--- src/rtl/axi_rd_arbiter.sv ---
// Two-requester AXI read arbiter in front of a single in-order read port.
// AR grants demand reads first with a starvation guard; R bursts are routed back by grant order.
module axi_rd_arbiter #(
   parameter int ADDR_WIDTH      = 16,
   parameter int DATA_WIDTH      = 32,
   parameter int ID_WIDTH        = 8,
   parameter int LOG_OUTSTANDING = 2,
   parameter int STARVE_LIMIT    = 4,
   parameter int STARVE_WIDTH    = 3
) (
   input  logic                  clk,
   input  logic                  rst,
   // requester 0 (demand)
   input  logic                  s0_ar_valid,
   output logic                  s0_ar_ready,
   input  logic [ADDR_WIDTH-1:0] s0_ar_addr,
   input  logic [7:0]            s0_ar_len,
   input  logic [ID_WIDTH-1:0]   s0_ar_id,
   output logic                  s0_r_valid,
   input  logic                  s0_r_ready,
   output logic [DATA_WIDTH-1:0] s0_r_data,
   output logic [ID_WIDTH-1:0]   s0_r_id,
   output logic [1:0]            s0_r_resp,
   output logic                  s0_r_last,
   // requester 1 (prefetch)
   input  logic                  s1_ar_valid,
   output logic                  s1_ar_ready,
   input  logic [ADDR_WIDTH-1:0] s1_ar_addr,
   input  logic [7:0]            s1_ar_len,
   input  logic [ID_WIDTH-1:0]   s1_ar_id,
   output logic                  s1_r_valid,
   input  logic                  s1_r_ready,
   output logic [DATA_WIDTH-1:0] s1_r_data,
   output logic [ID_WIDTH-1:0]   s1_r_id,
   output logic [1:0]            s1_r_resp,
   output logic                  s1_r_last,
   // downstream
   output logic                  m_ar_valid,
   input  logic                  m_ar_ready,
   output logic [ADDR_WIDTH-1:0] m_ar_addr,
   output logic [7:0]            m_ar_len,
   output logic [ID_WIDTH-1:0]   m_ar_id,
   input  logic                  m_r_valid,
   output logic                  m_r_ready,
   input  logic [DATA_WIDTH-1:0] m_r_data,
   input  logic [ID_WIDTH-1:0]   m_r_id,
   input  logic [1:0]            m_r_resp,
   input  logic                  m_r_last
);

   localparam int DEPTH = 1 << LOG_OUTSTANDING;

   typedef enum logic {IDLE, HOLD} state_t;

   typedef struct packed {
      logic [ADDR_WIDTH-1:0] addr;
      logic [7:0]            len;
      logic [ID_WIDTH-1:0]   id;
   } ar_req_t;

   state_t                   state_q, state_d;
   ar_req_t                  s0_req, s1_req, grant_req, m_ar_q;
   logic [STARVE_WIDTH-1:0]  starve_cnt;
   logic [DEPTH-1:0]         src_fifo;
   logic [LOG_OUTSTANDING-1:0] wr_ptr, rd_ptr;
   logic [LOG_OUTSTANDING:0] count;
   logic full, empty, starved, pick1, push, pop, head;

   assign full    = (count == (LOG_OUTSTANDING+1)'(DEPTH));
   assign empty   = (count == '0);
   assign starved = (starve_cnt == STARVE_WIDTH'(STARVE_LIMIT));

   // Requester 1 wins when alone, or when it has lost STARVE_LIMIT arbitrations in a row.
   assign pick1 = s1_ar_valid & (~s0_ar_valid | starved);

   assign s0_req    = '{addr: s0_ar_addr, len: s0_ar_len, id: s0_ar_id};
   assign s1_req    = '{addr: s1_ar_addr, len: s1_ar_len, id: s1_ar_id};
   assign grant_req = pick1 ? s1_req : s0_req;

   always_comb begin
      state_d     = state_q;
      s0_ar_ready = 1'b0;
      s1_ar_ready = 1'b0;
      m_ar_valid  = 1'b0;
      case (state_q)
         IDLE: begin
            // Full is the registered count: a same-cycle pop does not open a slot.
            if (rst && !full) begin
               s0_ar_ready = s0_ar_valid & ~pick1;
               s1_ar_ready = pick1;
               if (s0_ar_valid || s1_ar_valid) state_d = HOLD;
            end
         end
         HOLD: begin
            m_ar_valid = 1'b1;
            if (m_ar_ready) state_d = IDLE;
         end
         default: state_d = IDLE;
      endcase
   end

   assign push = s0_ar_ready | s1_ar_ready;

   always_ff @(posedge clk or negedge rst) begin
      if (!rst) begin
         state_q <= IDLE;
         m_ar_q  <= '0;
      end else begin
         state_q <= state_d;
         if (push) m_ar_q <= grant_req;
      end
   end

   assign m_ar_addr = m_ar_q.addr;
   assign m_ar_len  = m_ar_q.len;
   assign m_ar_id   = m_ar_q.id;

   always_ff @(posedge clk or negedge rst) begin
      if (!rst) begin
         starve_cnt <= '0;
      end else if (push) begin
         if (pick1)
            starve_cnt <= '0;
         else if (s1_ar_valid && !(&starve_cnt))
            starve_cnt <= starve_cnt + 1'b1;
      end
   end

   // Source FIFO: one bit per outstanding burst naming its owner, in AR order.
   always_ff @(posedge clk or negedge rst) begin
      if (!rst) begin
         src_fifo <= '0;
         wr_ptr   <= '0;
         rd_ptr   <= '0;
         count    <= '0;
      end else begin
         if (push) begin
            src_fifo[wr_ptr] <= pick1;
            wr_ptr           <= wr_ptr + 1'b1;
         end
         if (pop) rd_ptr <= rd_ptr + 1'b1;
         case ({push, pop})
            2'b10:   count <= count + 1'b1;
            2'b01:   count <= count - 1'b1;
            default: count <= count;
         endcase
      end
   end

   assign head = src_fifo[rd_ptr];

   // R beats with no outstanding burst are stalled rather than dropped.
   assign m_r_ready  = ~empty & (head ? s1_r_ready : s0_r_ready);
   assign s0_r_valid = m_r_valid & ~empty & ~head;
   assign s1_r_valid = m_r_valid & ~empty & head;
   assign pop        = m_r_valid & m_r_ready & m_r_last;

   assign s0_r_data = m_r_data;
   assign s0_r_id   = m_r_id;
   assign s0_r_resp = m_r_resp;
   assign s0_r_last = m_r_last;
   assign s1_r_data = m_r_data;
   assign s1_r_id   = m_r_id;
   assign s1_r_resp = m_r_resp;
   assign s1_r_last = m_r_last;

endmodule

--- config.mk ---
export PLATFORM = sky130hd
export DESIGN_NAME = axi_rd_arbiter
export DESIGN_NICKNAME = d
export VERILOG_FILES = /design/src/rtl/axi_rd_arbiter.sv
export SDC_FILE = /design/constraint.sdc
export NUM_CORES = 1
export LEC_CHECK = 0
export ABC_AREA = 1
export CORE_UTILIZATION = 38
export DETAILED_ROUTE_END_ITERATION = 10
export PLACE_DENSITY_LB_ADDON = 0.12
export SYNTH_ARGS = -nofsm -noshare
export SYNTH_HDL_FRONTEND = slang
export SYNTH_SLANG_ARGS = --single-unit
--- constraint.sdc ---
create_clock -name clk -period 4 [get_ports clk]
set_input_delay 1.2 -clock clk [delete_from_list [all_inputs] [get_ports clk]]
set_output_delay 1.2 -clock clk [all_outputs]
set_load 0.1 [all_outputs]
Yosys cells after proc, flatten, opt, wreduce, memory -nomap -nowiden
Cells that the tools add are included.

word-level totals
  register bits after elaboration = 47
  input bits = 115
  logic and storage cells = 66

cells by class
  $add $sub $neg = 5
  magnitude comparators = 3
  equal/unequal tests = 4
  mux-type cells = 19
  bitwise operators = 15
  reduce and logical (&&, ||, !) cells = 11

operators by type and width
  cell                                                        count
  two-way mux 32 bit                                          1
  two-way mux 1 bit                                           11
  bitwise AND 1 bit                                           8
  adder 3 x 1 -> 3 bit, second input constant                 2
  == test 3 bit, second input constant                        2
  less-than comparator 2 x 3 -> 1 bit, second input constant  2
  two-way mux 3 bit                                           2
  case mux 3 bit (2 select lines)                             1
  inverter 1 bit                                              5
  adder 2 x 1 -> 2 bit, second input constant                 2
  bitwise mux 4 bit                                           1
  nonzero test 2 bit                                          2
  logical AND 1 bit                                           3
  logical NOT 3 bit                                           1
  AND reduction 3 bit                                         1
  subtractor 3 x 1 -> 3 bit, second input constant            1
  binary-select mux 1 bit (select 2 bit)                      1
  demux 1 bit (select 2 bit)                                  1
  == test 2 x 1 -> 1 bit, second input constant               1
  == test 2 bit, second input constant                        1
  >= comparator 2 x 1 -> 1 bit, second input constant         1
  logical NOT 1 bit                                           2
  OR 1 bit                                                    2
  case mux 1 bit (2 select lines)                             1
  2 further kinds                                             2

Longest topological paths before layout
Gate-level depths: netlist of the first run.

  depth in word-level cells = 10
  gate-level depth with buffers = 13

Least setup slack after synthesis of the first run
Ideal clock, no wire load.

  kind = input -> output
  from = input port s0_ar_valid
  to = output port s0_ar_ready
  arrival time = 3.587 ns
  path slack = -0.787 ns
  stages = 5
  path buffers = 1
  path through = nand2_1 -> nand2_2 -> inv_2 -> buf_2 -> nor3_1

between the ends
  cells in the longest elaborated chain, start to end = 7

ends and longest elaborated chain
  item                   RTL line  RTL
  start, declared        14        input logic s0_ar_valid,
  inverter 1 bit         74        assign pick1 = s1_ar_valid & (~s0_ar_valid | starved);
  OR 1 bit               74
  bitwise AND 1 bit      74
  inverter 1 bit         89        s0_ar_ready = s0_ar_valid & ~pick1;
  bitwise AND 1 bit (*)  89
  two-way mux 1 bit (*)  88        if (rst && !full) begin
  two-way mux 1 bit (*)  85        case (state_q)
  end, declared          15        output logic s0_ar_ready,

Mark *: on every way between the ends. The rest lies on a longest branch, timed or not.

Final worst setup path of the first run
Ends and elaborated chain as after synthesis.

==> results of run 1 <==
-- where the power goes --
part | internal (mW) | total, mW | switching (mW)
clock network | 0.183 | 0.346 | 0.163
logic | 0.591 | 2.35 | 1.76
registers | 0.690 | 0.823 | 0.134
-- final timing paths --
kind / cells after the start / startpoint / slack, ps / end
worst min register to register: 2 / src_fifo[0] / 480 / src_fifo[0]
min in group asynchronous: 2 / rst / 1010 / count[1]
worst max register to register: 12 / count[0] / 1810 / count[2]
worst min-delay path: 2 / src_fifo[0] / 480 / src_fifo[0]
max in group asynchronous: 2 / rst / 2590 / m_ar_id[0]
worst max-delay path: 6 / s0_ar_valid / 420 / s0_ar_ready
-- placed cells by master (no fill, tap or decap), drive strengths merged --
master           n
bufinv           1
o21ai            5
nand2          231
clkbuf           5
o211ai           1
clkdlybuf4s50  100
a21oi            2
nor2             6
ha               8
nor3             1
xnor2            1
dfrtp           47
buf             17
nand3           13
nand4            3
fa               1
xor2             3
clkinvlp         1
inv             21
-- layer usage --
layer | wire (microns) | share of wire | vias to the layer above | track usage
met1 | 2930 | 0.44 | 1091 | 0.201
met5 | 0 | 0 | - | 0
met3 | 750 | 0.11 | 5 | 0.0741
met2 | 2970 | 0.44 | 92 | 0.251
li1 | - | - | 1291 | -
met4 | 67 | 0.010 | 0 | 0.0505
-- area by class of cell --
cell class,instances,area [sq um]
Sequential cell,47,1180
Multi-Input combinational cell,275,1230
Fill cell,850,4320
Inverter,21,83.8
Timing Repair Buffer,117,1210
Clock buffer,5,68.8
Clock inverter,2,37.5
Tap cell,105,131
-- cell usage after synthesis (all sizes together) --
library cell / n / area (sq um)
buf: 100 / 773
fa: 1 / 20.0
nand2: 231 / 870
ha: 8 / 100
xor2: 3 / 26.3
xnor2: 1 / 8.76
o21ai: 5 / 28.8
nand4: 3 / 18.8
inv: 21 / 83.8
o211ai: 1 / 21.3
a21oi: 2 / 10.0
nor2: 6 / 25.0
nand3: 13 / 85.1
nor3: 1 / 5.00
dfrtp: 47 / 1180
-- worst reg2reg max path: cells and delay by family, from the launching register on --
kind                     cells  cell delay (ps)
AND/OR/NAND/NOR              4              580
adder cells (fa/ha/maj)      2              510
AO/OA/AOI/OAI                2              250
XOR/XNOR                     1              150
flip-flops                   1              380
buffers and inverters        3              210
-- cell families after synthesis --
kind of cell | after synthesis | synth area share
XOR/XNOR | 4 | 0.0108
AND/OR/NAND/NOR | 254 | 0.309
adder cells (fa/ha/maj) | 9 | 0.0369
AO/OA/AOI/OAI | 8 | 0.0185
flip-flops | 47 | 0.362
buffers and inverters | 121 | 0.264
-- through the flow --
step	hold slack (ps)	power, mW	instance area [sq um]
after global routing	495	3.73	3940
final	477	3.52	3940
after detailed placement	458	3.20	3830
after CTS	481	3.56	3940
after global placement	457	3.18	3830
after floorplan	441	3.00	3260
-- state kept, by name, indices dropped and copies added, names as in the netlist --
register / flops
count: 3
m_ar_addr: 16
m_ar_id: 8
m_ar_len: 8
rd_ptr: 2
src_fifo: 4
starve_cnt: 3
state_q: 1
wr_ptr: 2
==> out/metrics.cfg, run 1 <==
[logic_synthesis]
syn-num-nets = 567
syn_area_sq_um = 3250
synthDistinctLibCells = 24
avgSynthCellArea_sq_um = 7.34
ys_seq_area_frac = 0.362
synth-seq-cells = 47
syn_inst = 443
yosysWarnings = 0

[timing]
timing.fmax_ghz = 0.279
period_needed_ps = 3580
final.setup.tns_ps = 0
period_share = 0.895
finalHoldViolations = 0
drv_slew = 0
slew_headroom = 0.327
worst_clock_skew_ps = 7.81
rsz0062_at_grt = false
setup_slack_ps = 418
setup-violations-final = 0
worst_pin_slew_ps = 1010

[run]
drv_cap = 0

[worst_setup_path]
arrival_ps = 2380
slowest_stage = clkdlybuf4s50_1
critPathTopFamily = buffers and inverters
critPathMaxStageDelay_ps = 550
cp-start-kind = input port
path_cells = clkdlybuf4s50_1, nand2_1, nand2_2, inv_2, nor3_2, buf_12
cp_max_fo = 4
cp_num_buf_inv = 3
path_class = input port to primary output
end_kind = primary output
critPathRequiredTime_ps = 2800

[placement]
dpl.hpwl_microns = 4760
place.gp.congestion = 0.744
placed_cells = 565
pre_cts_slack_ps = 409
port-buffer-count = 112

[worst_hold_path]
hold_class = flip-flop to flip-flop

[detailed_routing]
wire_per_inst_microns = 11.7
via_per_inst = 4.33
ant_nets = 0
via_count = 2479
drt_pass1_iterations = 4
wl_microns = 6720
drc_errors = 0
initialDrtViolationCount = 61

[floorplanning]
floorplan.initialDensity = 0.394
die_x_microns = 94.5
rows = 33
dieArea_sq_um = 8930
die_h_microns = 94.5
ioPinCount = 239
design.core.area_sq_um = 8260

[clock_network]
root_buffer = clkbuf_8
cts_setup_buffers = 0
cts_buffers = 5
clock_path_buffers = 2
path_clk_slew_ps = 90
htreeDepth = 2
cts_resized = 0
cts_tree = yes
cts_sinks = 47
insertion_delay_ps = 300
cts_hold_buf = 0

[global_route]
grt_max_degree = 48
grt_pass1_wl_microns = 11200
antenna_found_initial = 0
grt_use_total = 0.162
grt_overflow_total = 0
grt_pass1_vias = 2443

[finish]
fin_nets = 591
synthToLayoutAreaGrowth_pct = 21.1
drive_gt1_frac = 0.0792
final_core_util = 0.477
final_cell_count_no_fill = 572
diodes = 0

[pwr]
power.static_leakage_nw = 2.04
peakVddDrop_v = 0.000403
powerDensity_nw_per_um2 = 894

[status]
status = finished, final reports clean

(Power assumes the default switching activity.)
==> run 2: changes to the inputs <==
--- a/config.mk
+++ b/config.mk
@@ -8,6 +8,7 @@
 export ABC_AREA = 1
 export CORE_UTILIZATION = 38
 export DETAILED_ROUTE_END_ITERATION = 10
+export MAX_ROUTING_LAYER = met4
 export PLACE_DENSITY_LB_ADDON = 0.12
 export SYNTH_ARGS = -nofsm -noshare
 export SYNTH_HDL_FRONTEND = slang
==> out/metrics.cfg, run 2 (synthesis results as in run 1) <==
[status]
status = finished, final reports clean  ; unchanged

[timing]
timing.fmax_ghz = 0.279  ; unchanged
period_share = 0.895  ; unchanged
worst_pin_slew_ps = 1010  ; unchanged
period_needed_ps = 3580  ; unchanged
finalHoldViolations = 0  ; unchanged
drv_slew = 0  ; unchanged
hold_slack_ps = 477  ; unchanged
setup_slack_ps = 418  ; unchanged
worst_clock_skew_ps = 7.81  ; unchanged
final.setup.tns_ps = 0  ; unchanged
slew_headroom = 0.327  ; unchanged
rsz0062_at_grt = false  ; unchanged
setup-violations-final = 0  ; unchanged

[finish]
final_common_cell = nand2_1  ; unchanged
fill_cells = 850  ; unchanged
multi_input_area_sq_um = 1230  ; unchanged
diodes = 0  ; unchanged
synthToLayoutAreaGrowth_pct = 21.1  ; unchanged
final_cell_mix = 230 x nand2_1, 100 x clkdlybuf4s50_1, 47 x dfrtp_1  ; unchanged
seq_area_sq_um = 1180  ; unchanged
fin_nets = 591  ; unchanged
drive_gt1_frac = 0.0792  ; unchanged
largest_register_ffs = 16  ; unchanged

[floorplanning]
ioPinCount = 239  ; unchanged
dieArea_sq_um = 8930  ; unchanged
design.core.area_sq_um = 8260  ; unchanged
die_h_microns = 94.5  ; unchanged
rows = 33  ; unchanged
die_x_microns = 94.5  ; unchanged
floorplan.initialDensity = 0.394  ; unchanged

[placement]
pre_cts_slack_ps = 409  ; unchanged
dpl.hpwl_microns = 4760  ; unchanged
port-buffer-count = 112  ; unchanged
place.gp.congestion = 0.753  ; was 0.744

[clock_network]
cts_sinks = 47  ; unchanged
cts_hold_buf = 0  ; unchanged
htreeDepth = 2  ; unchanged
cts_buffers = 5  ; unchanged
insertion_delay_ps = 300  ; about the same
root_buffer = clkbuf_8  ; unchanged
clock_path_buffers = 2  ; unchanged
path_clk_slew_ps = 90  ; about the same
cts_resized = 0  ; unchanged
cts_setup_buffers = 0  ; unchanged
cts_tree = yes  ; unchanged

[detailed_routing]
drt_pass1_iterations = 4  ; unchanged
ant_nets = 0  ; unchanged
via_per_inst = 4.33  ; unchanged
initialDrtViolationCount = 61  ; unchanged
wire_per_inst_microns = 11.7  ; about the same
drc_errors = 0  ; unchanged
wl_microns = 6720  ; about the same
via_count = 2479  ; unchanged

[pwr]
net-switching-power_mw = 2.05  ; about the same
power.internal_mw = 1.46  ; unchanged
pwr-share-seq = 0.234  ; about the same
clkPwrFrac = 0.098  ; about the same
power.static_leakage_nw = 2.04  ; unchanged
switching_share = 0.584  ; about the same
combPwrFrac = 0.668  ; about the same
peakVddDrop_v = 0.000403  ; unchanged
powerDensity_nw_per_um2 = 894  ; about the same

[run]
drv_cap = 0  ; unchanged

[worst_setup_path]
critPathRequiredTime_ps = 2800  ; about the same
critPathTopFamily = buffers and inverters  ; unchanged
critPathMaxStageDelay_ps = 550  ; about the same
path_class = input port to primary output  ; unchanged
arrival_ps = 2380  ; about the same
cp-start-kind = input port  ; unchanged
end_kind = primary output  ; unchanged
cp_max_fo = 4  ; unchanged
slowest_stage = clkdlybuf4s50_1  ; unchanged
cp_num_buf_inv = 3  ; unchanged
path_cells = clkdlybuf4s50_1, nand2_1, nand2_2, inv_2, nor3_2, buf_12  ; unchanged

[global_route]
met3_usage = 0.0709  ; was 0.0741
busiest_layer = met2  ; unchanged
grt_pass1_vias = 2443  ; unchanged
met2_usage = 0.251  ; unchanged
grt_overflow_total = 0  ; unchanged
grtUsageMet1 = 0.203  ; was 0.201
grt_use_total = 0.167  ; was 0.162
antenna_found_initial = 0  ; unchanged
grt_max_degree = 48  ; unchanged
grt_pass1_wl_microns = 11200  ; unchanged

[worst_hold_path]
hold_class = flip-flop to flip-flop  ; unchanged

[run 2: stage by stage]
step | total power, mW | area, sq um | std cells | utilization
finish | 3.52 | 3940 | 572 | 0.477
global route | 3.73 | 3940 | 572 | 0.477
CTS | 3.56 | 3940 | 572 | 0.477
detailed placement | 3.20 | 3830 | 565 | 0.464
global placement | 3.18 | 3830 | 565 | 0.464
floorplan | 3.00 | 3260 | 443 | -
[run 2: path summary, 6_finish.rpt]
path | from | to | slack [ps] | cells after the start
max | s0_ar_valid | s0_ar_ready | 420 | 6
min | src_fifo[0] | src_fifo[0] | 480 | 2
max reg2reg | count[0] | count[2] | 1810 | 12
min reg2reg | src_fifo[0] | src_fifo[0] | 480 | 2
max in group asynchronous | rst | m_ar_id[0] | 2590 | 2
min in group asynchronous | rst | count[1] | 1010 | 2
[run 2: cell type report]
cell class	instances	area share
clock inverter	2	0.00953
clock buffer	5	0.0175
tap	105	0.0334
sequential	47	0.299
multi-input combinational	275	0.311
timing repair buffer	117	0.308
inverter	21	0.0213
[run 2: power groups by stage]
stage	clock, mW	combinational (mW)	sequential [mW]
final	0.346	2.35	0.823
after global routing	0.382	2.50	0.854
after CTS	0.358	2.37	0.826
after detailed placement	0	2.37	0.830
after global placement	0	2.36	0.824
after floorplan	0	1.09	1.91
[run 2: worst min-delay path: stages, from the launching register on]
cell	delay, ps
dfrtp_1	360
nand2_1	50
nand2_1	40
[run 2: per-layer routing]
metal  share of wire  up-vias
li1                -     1291
met1            0.44     1091
met2            0.44       92
met3            0.11        5
met4           0.010        0
met5               0        -
